===== config.mk =====
export PLATFORM = sky130hd
export DESIGN_NAME = snake_body_tracker
export DESIGN_NICKNAME = d
export VERILOG_FILES = /design/src/rtl/snake_body_tracker_pkg.sv /design/src/rtl/snake_seg_match.sv /design/src/rtl/snake_body_tracker.sv
export SDC_FILE = /design/constraint.sdc
export NUM_CORES = 1
export LEC_CHECK = 0
export CAP_MARGIN = 20
export CORE_MARGIN = 3
export CORE_UTILIZATION = 51
export DETAILED_ROUTE_END_ITERATION = 8
export PLACE_DENSITY = 0.79
export SLEW_MARGIN = 40
export SYNTH_ARGS = -nofsm -noshare
export SYNTH_HDL_FRONTEND = slang
export SYNTH_SLANG_ARGS = --single-unit

===== constraint.sdc =====
create_clock -name clk -period 2.8 [get_ports clk]
set_input_delay 0.28 -clock clk [delete_from_list [all_inputs] [get_ports clk]]
set_output_delay 0.28 -clock clk [all_outputs]
set_load 0.02 [all_outputs]

===== src/rtl/snake_body_tracker_pkg.sv =====
// snake_body_tracker_pkg: grid constants, start-position defaults and FSM states shared by the body tracker
package snake_body_tracker_pkg;
    localparam int CW_DEF      = 5;
    localparam int CELL_SH_DEF = 4;
    localparam int GRID_W      = 640 >> CELL_SH_DEF;
    localparam int GRID_H      = 480 >> CELL_SH_DEF;
    localparam int INIT_X_DEF  = 6;
    localparam int INIT_Y_DEF  = 7;
    typedef enum logic [1:0] {S_IDLE, S_SHIFT, S_CHECK} state_t;
endpackage


===== src/rtl/snake_seg_match.sv =====
// snake_seg_match: tells whether a scan cell coincides with one valid body segment
module snake_seg_match #(
    parameter int CW = 5
) (
    input  logic [CW-1:0] cx,
    input  logic [CW-1:0] cy,
    input  logic [CW-1:0] seg_x,
    input  logic [CW-1:0] seg_y,
    input  logic          valid,
    output logic          hit
);
    assign hit = valid && cx == seg_x && cy == seg_y;
endmodule


===== src/rtl/snake_body_tracker.sv =====
// snake_body_tracker: ordered snake body (slot 0 = head) with step/grow shifting, a serial
// self-collision scan and a parallel per-pixel head/body lookup for the colour mux.
module snake_body_tracker
    import snake_body_tracker_pkg::*;
#(
    parameter int MAX_LEN  = 16,
    parameter int INIT_LEN = 5,
    parameter int CW       = CW_DEF,
    parameter int CELL_SH  = CELL_SH_DEF,
    parameter int INIT_X   = INIT_X_DEF,
    parameter int INIT_Y   = INIT_Y_DEF
) (
    input  logic                           clk,
    input  logic                           reset_n,
    input  logic                           clear,
    input  logic                           step,
    input  logic                           grow,
    input  logic [CW-1:0]                  head_x,
    input  logic [CW-1:0]                  head_y,
    output logic                           step_ack,
    output logic                           busy,
    output logic                           check_done,
    output logic                           self_hit,
    output logic [$clog2(MAX_LEN+1)-1:0]   length,
    input  logic [9:0]                     pixel_x,
    input  logic [9:0]                     pixel_y,
    output logic                           head_on,
    output logic                           body_on
);
    localparam int LW = $clog2(MAX_LEN + 1);
    localparam int IW = $clog2(MAX_LEN);
    state_t          state_q, state_d;
    logic [CW-1:0]   slot_x_q [MAX_LEN], slot_x_d [MAX_LEN], init_x [MAX_LEN];
    logic [CW-1:0]   slot_y_q [MAX_LEN], slot_y_d [MAX_LEN], init_y [MAX_LEN];
    logic [LW-1:0]   length_q, length_d;
    logic [IW-1:0]   idx_q, idx_d;
    logic [CW-1:0]   cap_x_q, cap_x_d, cap_y_q, cap_y_d;
    logic            grow_q, grow_d, self_hit_q, self_hit_d;
    logic            step_ack_q, step_ack_d, check_done_q, check_done_d;
    logic            head_on_q, head_on_d, body_on_q, body_on_d;
    logic [CW-1:0]   cx, cy;
    logic [MAX_LEN-1:0] hit;
    always_comb begin
        for (int i = 0; i < MAX_LEN; i++) begin
            init_x[i] = i < INIT_LEN ? CW'(INIT_X - i) : '0;
            init_y[i] = i < INIT_LEN ? CW'(INIT_Y) : '0;
        end
    end
    assign cx = CW'(pixel_x >> CELL_SH);
    assign cy = CW'(pixel_y >> CELL_SH);
    // Parallel lookup: every slot has its own comparator, masked by the current length.
    for (genvar g = 0; g < MAX_LEN; g++) begin : g_match
        snake_seg_match #(.CW(CW)) u_match (
            .cx    (cx),
            .cy    (cy),
            .seg_x (slot_x_q[g]),
            .seg_y (slot_y_q[g]),
            .valid ((g == 0) || (LW'(g) < length_q)),
            .hit   (hit[g])
        );
    end
    assign head_on_d = !clear && hit[0];
    assign body_on_d = !clear && |hit[MAX_LEN-1:1];
    always_comb begin
        state_d      = state_q;
        slot_x_d     = slot_x_q;
        slot_y_d     = slot_y_q;
        length_d     = length_q;
        idx_d        = idx_q;
        cap_x_d      = cap_x_q;
        cap_y_d      = cap_y_q;
        grow_d       = grow_q;
        self_hit_d   = self_hit_q;
        step_ack_d   = 1'b0;
        check_done_d = 1'b0;
        if (clear) begin
            state_d    = S_IDLE;
            slot_x_d   = init_x;
            slot_y_d   = init_y;
            length_d   = LW'(INIT_LEN);
            idx_d      = '0;
            cap_x_d    = '0;
            cap_y_d    = '0;
            grow_d     = 1'b0;
            self_hit_d = 1'b0;
        end else begin
            case (state_q)
                S_IDLE: if (step) begin
                    step_ack_d = 1'b1;
                    cap_x_d    = head_x;
                    cap_y_d    = head_y;
                    grow_d     = grow;
                    state_d    = S_SHIFT;
                end
                S_SHIFT: begin
                    for (int i = 1; i < MAX_LEN; i++) begin
                        slot_x_d[i] = slot_x_q[i-1];
                        slot_y_d[i] = slot_y_q[i-1];
                    end
                    slot_x_d[0] = cap_x_q;
                    slot_y_d[0] = cap_y_q;
                    length_d    = (grow_q && length_q != LW'(MAX_LEN)) ? length_q + LW'(1) : length_q;
                    idx_d       = IW'(1);
                    state_d     = S_CHECK;
                end
                S_CHECK: begin
                    // One shared comparator walks the body against the new head.
                    self_hit_d = self_hit_q || (slot_x_q[idx_q] == slot_x_q[0] && slot_y_q[idx_q] == slot_y_q[0]);
                    if (LW'(idx_q) == length_q - LW'(1)) begin
                        check_done_d = 1'b1;
                        state_d      = S_IDLE;
                    end else begin
                        idx_d = idx_q + IW'(1);
                    end
                end
                default: state_d = S_IDLE;
            endcase
        end
    end
    always_ff @(posedge clk) begin
        if (!reset_n) begin
            state_q      <= S_IDLE;
            slot_x_q     <= init_x;
            slot_y_q     <= init_y;
            length_q     <= LW'(INIT_LEN);
            idx_q        <= '0;
            cap_x_q      <= '0;
            cap_y_q      <= '0;
            grow_q       <= 1'b0;
            self_hit_q   <= 1'b0;
            step_ack_q   <= 1'b0;
            check_done_q <= 1'b0;
            head_on_q    <= 1'b0;
            body_on_q    <= 1'b0;
        end else begin
            state_q      <= state_d;
            slot_x_q     <= slot_x_d;
            slot_y_q     <= slot_y_d;
            length_q     <= length_d;
            idx_q        <= idx_d;
            cap_x_q      <= cap_x_d;
            cap_y_q      <= cap_y_d;
            grow_q       <= grow_d;
            self_hit_q   <= self_hit_d;
            step_ack_q   <= step_ack_d;
            check_done_q <= check_done_d;
            head_on_q    <= head_on_d;
            body_on_q    <= body_on_d;
        end
    end
    assign step_ack   = step_ack_q;
    assign busy       = state_q != S_IDLE;
    assign check_done = check_done_q;
    assign self_hit   = self_hit_q;
    assign length     = length_q;
    assign head_on    = head_on_q;
    assign body_on    = body_on_q;
endmodule


Yosys cells after proc, flatten, opt, wreduce, memory -nomap -nowiden --
Index checks and enable logic that the tools add are counted. Widths: inputs -> output; s select.
Word-level totals: bits of input ports 35, logic and storage cells 168, bits in registers 187
Operators by class: mux-type cells 13, equality and inequality tests 41, reductions and logical operators 48, $lt $le $gt $ge 16, bitwise gates (word level) 4, $add $sub $neg 3
Operators with widths (count):
- $eq 5x5->1 | 34
- $bmux 5 s4 | 2
- $lt 4x5->1 const A | 8
- $logic_and 1x1->1 | 35
- $lt 3x5->1 const A | 4
- $mux 5 | 4
- $reduce_or 15->1 | 1
- $lt 2x5->1 const A | 2
- $pmux 4 s2 | 1
- $reduce_and 2->1 | 4
- $ne 2x2->1 const B | 3
- $pmux 2 s3 | 1
- $reduce_or 3->1 | 2
- $add 5x1->5 const B | 1
- $eq 4x5->1 | 1
- $ge 5x5->1 const B | 1
- $lt 1x5->1 const A | 1
- $ne 5x5->1 const B | 1
- $not 4->5 | 1
- $sub 5x1->5 const B | 1
- $add 4x1->4 const B | 1
- $mux 2 | 2
- $mux 4 | 1
- $reduce_bool 2->1 | 2
- other kinds (8) | 11

Longest topological paths before layout --
Gate-level depths: netlist of run 1.
depth after elaboration 7, gate-level depth with buffers 10

By module --
From an unflattened synthesis of run 1, not the netlist that was laid out.
Second synthesis, totals: cell total of the unflattened synthesis 1252, area, all modules 10187.3 µm²
Modules (own cells, without submodules):
- snake_body_tracker | cells an instance 1028, times used 1, area each 8345.5 µm²
- snake_seg_match | cells an instance 14, times used 16, area each 115.1 µm²

Worst setup path before layout of run 1 --
No wires, ideal clock.
kind reg-to-reg, start register length_q[0] (netlist: length[0]), end register idx_q[3], period minus slack after synthesis 2.255 ns, arrival time 2.123 ns, slack 0.545 ns, data required time 2.668 ns, cell stages (with the launch flop) 11, path through dfxtp_1 > clkbuf_1 > inv_1 > ha_1 > nand2b_1 > o211a_1 > o31ai_1 > a21oi_1 > nand3_1 > xor2_1 > nor3_1
Between the ends: cells in the longest elaborated chain, start to end 4
RTL lines:
- from (decl) | RTL line snake_body_tracker.sv:35 | logic [LW-1:0] length_q, length_d;
- from (signal assigned) | RTL line snake_body_tracker.sv:125 | length_q <= LW'(INIT_LEN);
- from (signal assigned) | RTL line snake_body_tracker.sv:139 | length_q <= length_d;
- $sub 5x1->5 | RTL line snake_body_tracker.sv:109 | if (LW'(idx_q) == length_q - LW'(1)) begin
- $eq 4x5->1 | RTL line snake_body_tracker.sv:109
- $ne 2x2->1 (no line)
- $reduce_and 2->1 (no line)
- to (signal assigned) | RTL line snake_body_tracker.sv:140 | idx_q <= idx_d;
- to (decl) | RTL line snake_body_tracker.sv:36 | logic [IW-1:0] idx_q, idx_d;
Every way passes these cells. A chain may end at the register's enable or synchronous reset.

Final worst setup path of run 1 --
start register idx_q[0], end register self_hit_q (netlist: self_hit)
Between the ends: cells in the longest elaborated chain, start to end 7
RTL lines:
- $not 4->5 (implied by the code) * | RTL line snake_body_tracker.sv:108 | self_hit_d = self_hit_q || (slot_x_q[idx_q] == slot_x_q[0] && slot_y_q[idx_q] == slot_y_q[0]);
- $bmux 5 s4 | RTL line snake_body_tracker.sv:108
- $mux 5 (implied by the code) (2 in a row) | RTL line snake_body_tracker.sv:108
- $eq 5x5->1 | RTL line snake_body_tracker.sv:108
- $logic_and 1x1->1 * | RTL line snake_body_tracker.sv:108
- $logic_or 1x1->1 * | RTL line snake_body_tracker.sv:108
- to (signal assigned) | RTL line snake_body_tracker.sv:144 | self_hit_q <= self_hit_d;
- to (decl) | RTL line snake_body_tracker.sv:38 | logic grow_q, grow_d, self_hit_q, self_hit_d;
Every way passes the cells marked *; elsewhere a longest branch is shown, timed or not. The select of a mux whose other input is x is not followed.

==> results of run 1 <==
registers in the layout, summed over array words and instances (netlist names):
signal and flops:
body_on 1, cap_x_q 5, cap_y_q 5, check_done 1
grow_q 1, head_on 1, idx_q 4, length 5
self_hit 1, slot_x_q 80, slot_y_q 80, state_q 2
step_ack 1
critical path: stages (launching register included):
cell     delay, ns
dfxtp_1       0.36
buf_12        0.24
mux4_2        0.55
mux2i_1       0.31
mux2_2        0.23
xnor2_1       0.07
nor4_2        0.35
a32o_2        0.23
power groups by stage:
stage	Combinational (µW)	Clock, µW	Sequential, µW
floorplan	308	0	2750
global placement	448	0	2760
detailed placement	452	0	2760
CTS	455	2540	2700
global route	490	2650	2700
finish	461	2520	2700
final cells by class:
class	count	area (µm²)	share of cell area (%)
clock buffers	22	474.2	4.199
clock inverters	9	136.4	1.208
inverters	7	26.28	0.2327
multi-input cells	935	5893	52.19
flip-flops and latches	187	3746	33.17
well taps	260	325.3	2.881
repair buffers	72	690.7	6.116
metal layers:
metal  wire [µm]  share of wire (%)  up-vias
met5           0                  0        -
met4        1301                4.7        0
met3        2185                7.8       83
met2       12900                 46      422
met1       11560                 41     4115
li1            -                  -     4123
cells by family after synthesis:
group                      count (synthesis)  synth area share, %
AOI/OAI and AO/OA                        205                11.16
xor gates and xnor gates                 184                15.92
adders and majority gates                  6               0.7171
buffers and inverters                    112                5.020
DFF                                      187                36.99
muxes                                     58                10.03
and+or+nand+nor                          482                20.15
cells in the mapped netlist (14+ instances only):
library cell	count	area, µm²
a21oi_1	163	815.8
buf_2	25	125.1
clkbuf_1	61	229.0
dfxtp_1	187	3744
mux2i_1	23	230.2
mux4_2	24	540.5
nand2_1	359	1348
nand3_1	26	130.1
nand4_1	26	162.7
nor2_1	15	56.30
nor3_1	14	70.07
nor4_1	20	125.1
xnor2_1	107	937.2
xor2_1	77	674.4
through the flow:
| stage | std cells | cell area [µm²] | util [%] |
|---|---|---|---|
| 2_1_floorplan | 1234 | 10120 | - |
| 3_3_place_gp | 1461 | 10680 | 55.98 |
| 3_5_place_dp | 1461 | 10680 | 55.98 |
| 4_1_cts | 1492 | 11290 | 59.18 |
| 5_1_grt | 1492 | 11290 | 59.18 |
| 6_report | 1492 | 11290 | 59.18 |
worst paths after layout:
check	startpoint	to	slack (ns)	cells past startpoint
setup / recovery	idx_q[0]	self_hit	0.39	7
hold reg to reg	cap_y_q[3]	cap_y_q[3]	0.46	2
setup reg to reg	idx_q[0]	self_hit	0.39	7
hold / removal	head_x[2]	cap_x_q[2]	0.39	3
==> results.toml, run 1 <==
[run_status]
status = "finished, final reports clean"

[yosys]
syn-mean-instance-area_um2 = 8.201
synth_seq_area_share_pct = 36.99
mappedNetlistNets = 1274
synth_cells = 1234
post_synth_instance_area_mm2 = 0.01012
synth_warnings = 0
synth_edf_count = 0
synth-async-reset-ratio_pct = 0
synth.lib_cells_used.distinct = 51
synth-seq-cells = 187
ys.flop_type = "dfxtp_1"

[flow_run]
max-cap-violations = 0

[sta]
hold-worst-slack_ns = 0.3909
report.final.hold_viol_count = 0
tightestPinTransition_ns = 0.8249
totalNegativeSetupSlack_ns = 0
layout_worst_path_cycle_share_pct = 86.12
total_count_of_max_transition_violations_in_the_final_report = 0
min_period_ns = 2.411
finClkSkew_ns = 0.007844
timing.final.ws_setup_ns = 0.3888
setup_viol_count_final = 0
timing.fmax_ghz = 0.4147
grt_setup_unrepaired = "false"
max-slew-margin-rel_pct = 45.01

[cts]
clock_tree_root_buffer_cell = "clkbuf_16"
cts_resized = 0
cts.htree.levels = 4
max-clock-path-buffers = 2
cts_buffers = 17
clkTransAtPathRegs_ns = 0.07
post-cts-setup-buffer-count = 0
cts.hold.buffers_added = 0
clock-sinks = 187
clk_lat_worst_skew_ns = 0.43
cts_tree = "done"

[setup_path]
cp-start-kind = "register"
cp_data_required_time_ns = 3.18
max_fanout_on_critical_path = 30
timing.setup.critical_path_class = "reg -> reg"
cp.arrival_ns = 2.79
endpoint_kind = "register"

[drt]
drt_iter0_markers = 1161
wl_um = 27940
post_drt_wl_per_cell_um = 18.73
vias = 8743
ant_nets = 0
vias_per_cell = 5.860
remaining_drcs = 0
drtPass1Iterations = 5

[power_and_ir_drop]
power.clock.fraction_pct = 44.4
leakagePower_uw = 0.003757
total_power_uw = 5676
pwr-share-comb_pct = 8.1
power.net_switching_uw = 1351
sequentialPowerShare_pct = 47.5
power-per-cell-area_mw_per_mm2 = 502.6
internal_power_uw = 4324
swShare_pct = 23.81
power.ir.vdd_worst_uv = 398.8

[final_layout]
diodes = 0
fillers = 1633
layout.cells.most_common = "nand2_1"
synthToLayoutAreaGrowth_pct = 11.59
layout.cells.most_common_list = "nand2_1, dfxtp_1, a21oi_1"
drive_gt1_share_pct = 8.442
design.final.nets = 1260

[floorplan]
floorplan.core_area_mm2 = 0.01908
die_area_mm2 = 0.02157
top_level_ports = 46
die_width_um = 146.9
starting_density_pct = 53.04
die_height_um = 146.9
core.rowCount = 50

[global_route]
grt_busiest_layer = "met2"
grt_pass1_wl_um = 43840
grt_overflow = 0
grt_usage_pct = 25.52
grt_util_met2_pct = 39.82
grt_antenna_before_repair = 0
number_of_global_route_vias_before_repair = 8055
gr-usage-met3_pct = 5.398
grt_util_met1_pct = 33.93
grt_start_max_net_pins = 165

[min_path]
hold_path_class = "in -> reg"

[place]
pre_cts_ws_ns = 0.3167
finalWeightedCongestion = 1.013
numPortBuffers = 35
dpl.hpwl_um = 19290
Power figures use the tool's default switching activity.
==> run 2, diff against run 1 <==
--- a/config.mk
+++ b/config.mk
@@ -10,6 +10,7 @@
 export CORE_UTILIZATION = 51
 export DETAILED_ROUTE_END_ITERATION = 8
 export PLACE_DENSITY = 0.79
+export SKIP_CTS_REPAIR_TIMING = 1
 export SLEW_MARGIN = 40
 export SYNTH_ARGS = -nofsm -noshare
 export SYNTH_HDL_FRONTEND = slang
==> results of run 2 <==
Same layout as run 1: the final DEF is identical, and so are final timing and power.
==> run 3, diff against run 2 <==
--- a/config.mk
+++ b/config.mk
@@ -6,12 +6,11 @@
 export NUM_CORES = 1
 export LEC_CHECK = 0
 export CAP_MARGIN = 20
-export CORE_MARGIN = 3
+export CORE_MARGIN = 1
 export CORE_UTILIZATION = 51
 export DETAILED_ROUTE_END_ITERATION = 8
 export PLACE_DENSITY = 0.79
 export SKIP_CTS_REPAIR_TIMING = 1
-export SLEW_MARGIN = 40
 export SYNTH_ARGS = -nofsm -noshare
 export SYNTH_HDL_FRONTEND = slang
 export SYNTH_SLANG_ARGS = --single-unit
==> run 3 against run 2 <==
Net effect:
- core utilization fell by 1.2 points
- clock power down 6%
- die area fell by 5.4%
- register-to-register slack got worse by 0.18 ns
- clock skew rose by 0.0025 ns
- wire length increased by 2.1%
- via count increased by 0.81%
- sequential power barely moved
- critical path depth increased by 1
- combinational power about the same
- critical path type unchanged
==> results.toml, run 3 (synthesis gave the netlist of run 1 again) <==
[setup_path]
critical_path.slowest_cell = "dfxtp_2"
cp.arrival_ns = 2.94
critical_path.cell_chain = "mux4_2 > mux2i_1 > buf_4 > a32o_1 > nor4_1 > a31oi_1 > a21oi_1 > a32o_2"
endpoint_kind = "register"
source_of_the_critical_timing_path = "idx_q[1]"
regToRegStartpoint = "idx_q[1]"
r2r.worst_path.cells = 8
cp_data_required_time_ns = 3.14
timing.setup.critical_path_class = "reg -> reg"
cp-start-kind = "register"
max_fanout_on_critical_path = 14
worst-r2r-setup-slack_ns = 0.21
worst_path_largest_cell_delay_ns = 0.63
timing.rr.end = "self_hit"

[sta]
layout_worst_path_cycle_share_pct = 92.65
total_count_of_max_transition_violations_in_the_final_report = 0
finClkSkew_ns = 0.01038
totalNegativeSetupSlack_ns = 0
timing.fmax_ghz = 0.3855
max-slew-margin-rel_pct = 41.75
tightestPinTransition_ns = 0.8738
min_period_ns = 2.594
grt_setup_unrepaired = "false"
setup_viol_count_final = 0
report.final.hold_viol_count = 0
timing.final.ws_setup_ns = 0.2058

[floorplan]
starting_density_pct = 52.00
die_area_mm2 = 0.02041
core.rowCount = 51
floorplan.core_area_mm2 = 0.01946
top_level_ports = 46
die_width_um = 142.9
die_height_um = 142.9

[place]
numPortBuffers = 35
finalWeightedCongestion = 0.9875
pre_cts_ws_ns = 0.3021
placed_cell_area_mm2 = 0.01071
dpl.hpwl_um = 19940

[power_and_ir_drop]
power.ir.vdd_worst_uv = 408.8
total_power_uw = 5516
leakagePower_uw = 0.003748
power-per-cell-area_mw_per_mm2 = 489.0

[drt]
drt_iter0_markers = 1118
vias = 8814
ant_nets = 0
remaining_drcs = 0
wl_um = 28540
vias_per_cell = 5.880
drtPass1Iterations = 6
post_drt_wl_per_cell_um = 19.04

[global_route]
grt_overflow = 0
grt_pass1_wl_um = 45260
grt_antenna_before_repair = 0
number_of_global_route_vias_before_repair = 8064
grt_start_max_net_pins = 165
grt_usage_pct = 29.22

[cts]
clk_lat_worst_skew_ns = 0.44
clkTransAtPathRegs_ns = 0.07
cts.htree.levels = 4
clock-sinks = 187
cts_tree = "done"
max-clock-path-buffers = 2
cts_buffers = 17
clock_tree_root_buffer_cell = "clkbuf_16"

[min_path]
hold_path_class = "in -> reg"
hold_start = "head_y[1]"
worst_hold_path.endpoint = "cap_y_q[1]"
holdPathStages = 3

[final_layout]
diodes = 0
final_core_utilization_pct = 57.96
layout.cells.most_common_list = "nand2_1, dfxtp_1, a21oi_1"
layout.cells.most_common = "nand2_1"
postLayoutCellArea_mm2 = 0.01128
synthToLayoutAreaGrowth_pct = 11.47
design.final.nets = 1261
drive_gt1_share_pct = 8.671
largest_registers = "slot_x_q: 80 flops, slot_y_q: 80 flops"

[run_status]
status = "finished, final reports clean"

[flow_run]
max-cap-violations = 0
## run 3: cell count changes in the layout (fill, tap and decap cells not counted)
cell,change
inv_8,+5
bufinv_16,-3
clkbuf_8,-2
clkinv_4,+2
buf_12,+1
clkbuf_1,-1
clkinv_2,-1
clkinv_8,+1
clkinvlp_4,+1
inv_6,-1
## run 3: critical path, delay by kind of cell, from the launching register on
family	cells	cell delay, ns
AO/OA/AOI/OAI	4	0.84
AND/OR/NAND/NOR	1	0.07
flip-flops	1	0.63
buffers and inverters	1	0.16
multiplexers	2	0.77
## run 3: layout make-up
cell class | instances | area [µm²]
Clock buffer | 19 | 442.9
Tap cell | 265 | 331.6
Inverter | 7 | 26.28
Fill cell | 1705 | 8182
Timing Repair Buffer | 73 | 710.7
Sequential cell | 187 | 3746
Multi-Input combinational cell | 935 | 5893
Clock inverter | 13 | 130.1
## run 3: report_power, final
| part | internal (µW) | total (µW) | switching (µW) |
|---|---|---|---|
| Sequential | 2670 | 2690 | 20.4 |
| Combinational | 169 | 462 | 294 |
| Clock | 1200 | 2360 | 1160 |
| Total | 4050 | 5520 | 1470 |
## run 3: per-layer routing
layer	up-vias	routed length, µm	global-route usage, %	share of wire, %
met2	435	12960	44.81	45
met1	4190	12280	40.53	43
met3	73	2495	5.936	8.7
li1	4116	-	-	-
met5	-	0	0	0
met4	0	806	10.64	2.8
## run 3: worst max path at each step
stage,endpoint,slack [ns],cells after the start
detailed placement,body_on,0.30,9
CTS,self_hit,0.30,8
global placement,self_hit,0.29,8
floorplan,idx_q[3],0.54,10
global route,self_hit,0.20,8
finish,self_hit,0.21,8
## run 3: stage by stage
| step | cells | hold WS [ns] |
|---|---|---|
| after floorplan | 1234 | 0.4160 |
| after global placement | 1467 | 0.4439 |
| after detailed placement | 1467 | 0.4460 |
| after CTS | 1499 | 0.3739 |
| after global routing | 1499 | 0.4004 |
| final | 1499 | 0.3767 |
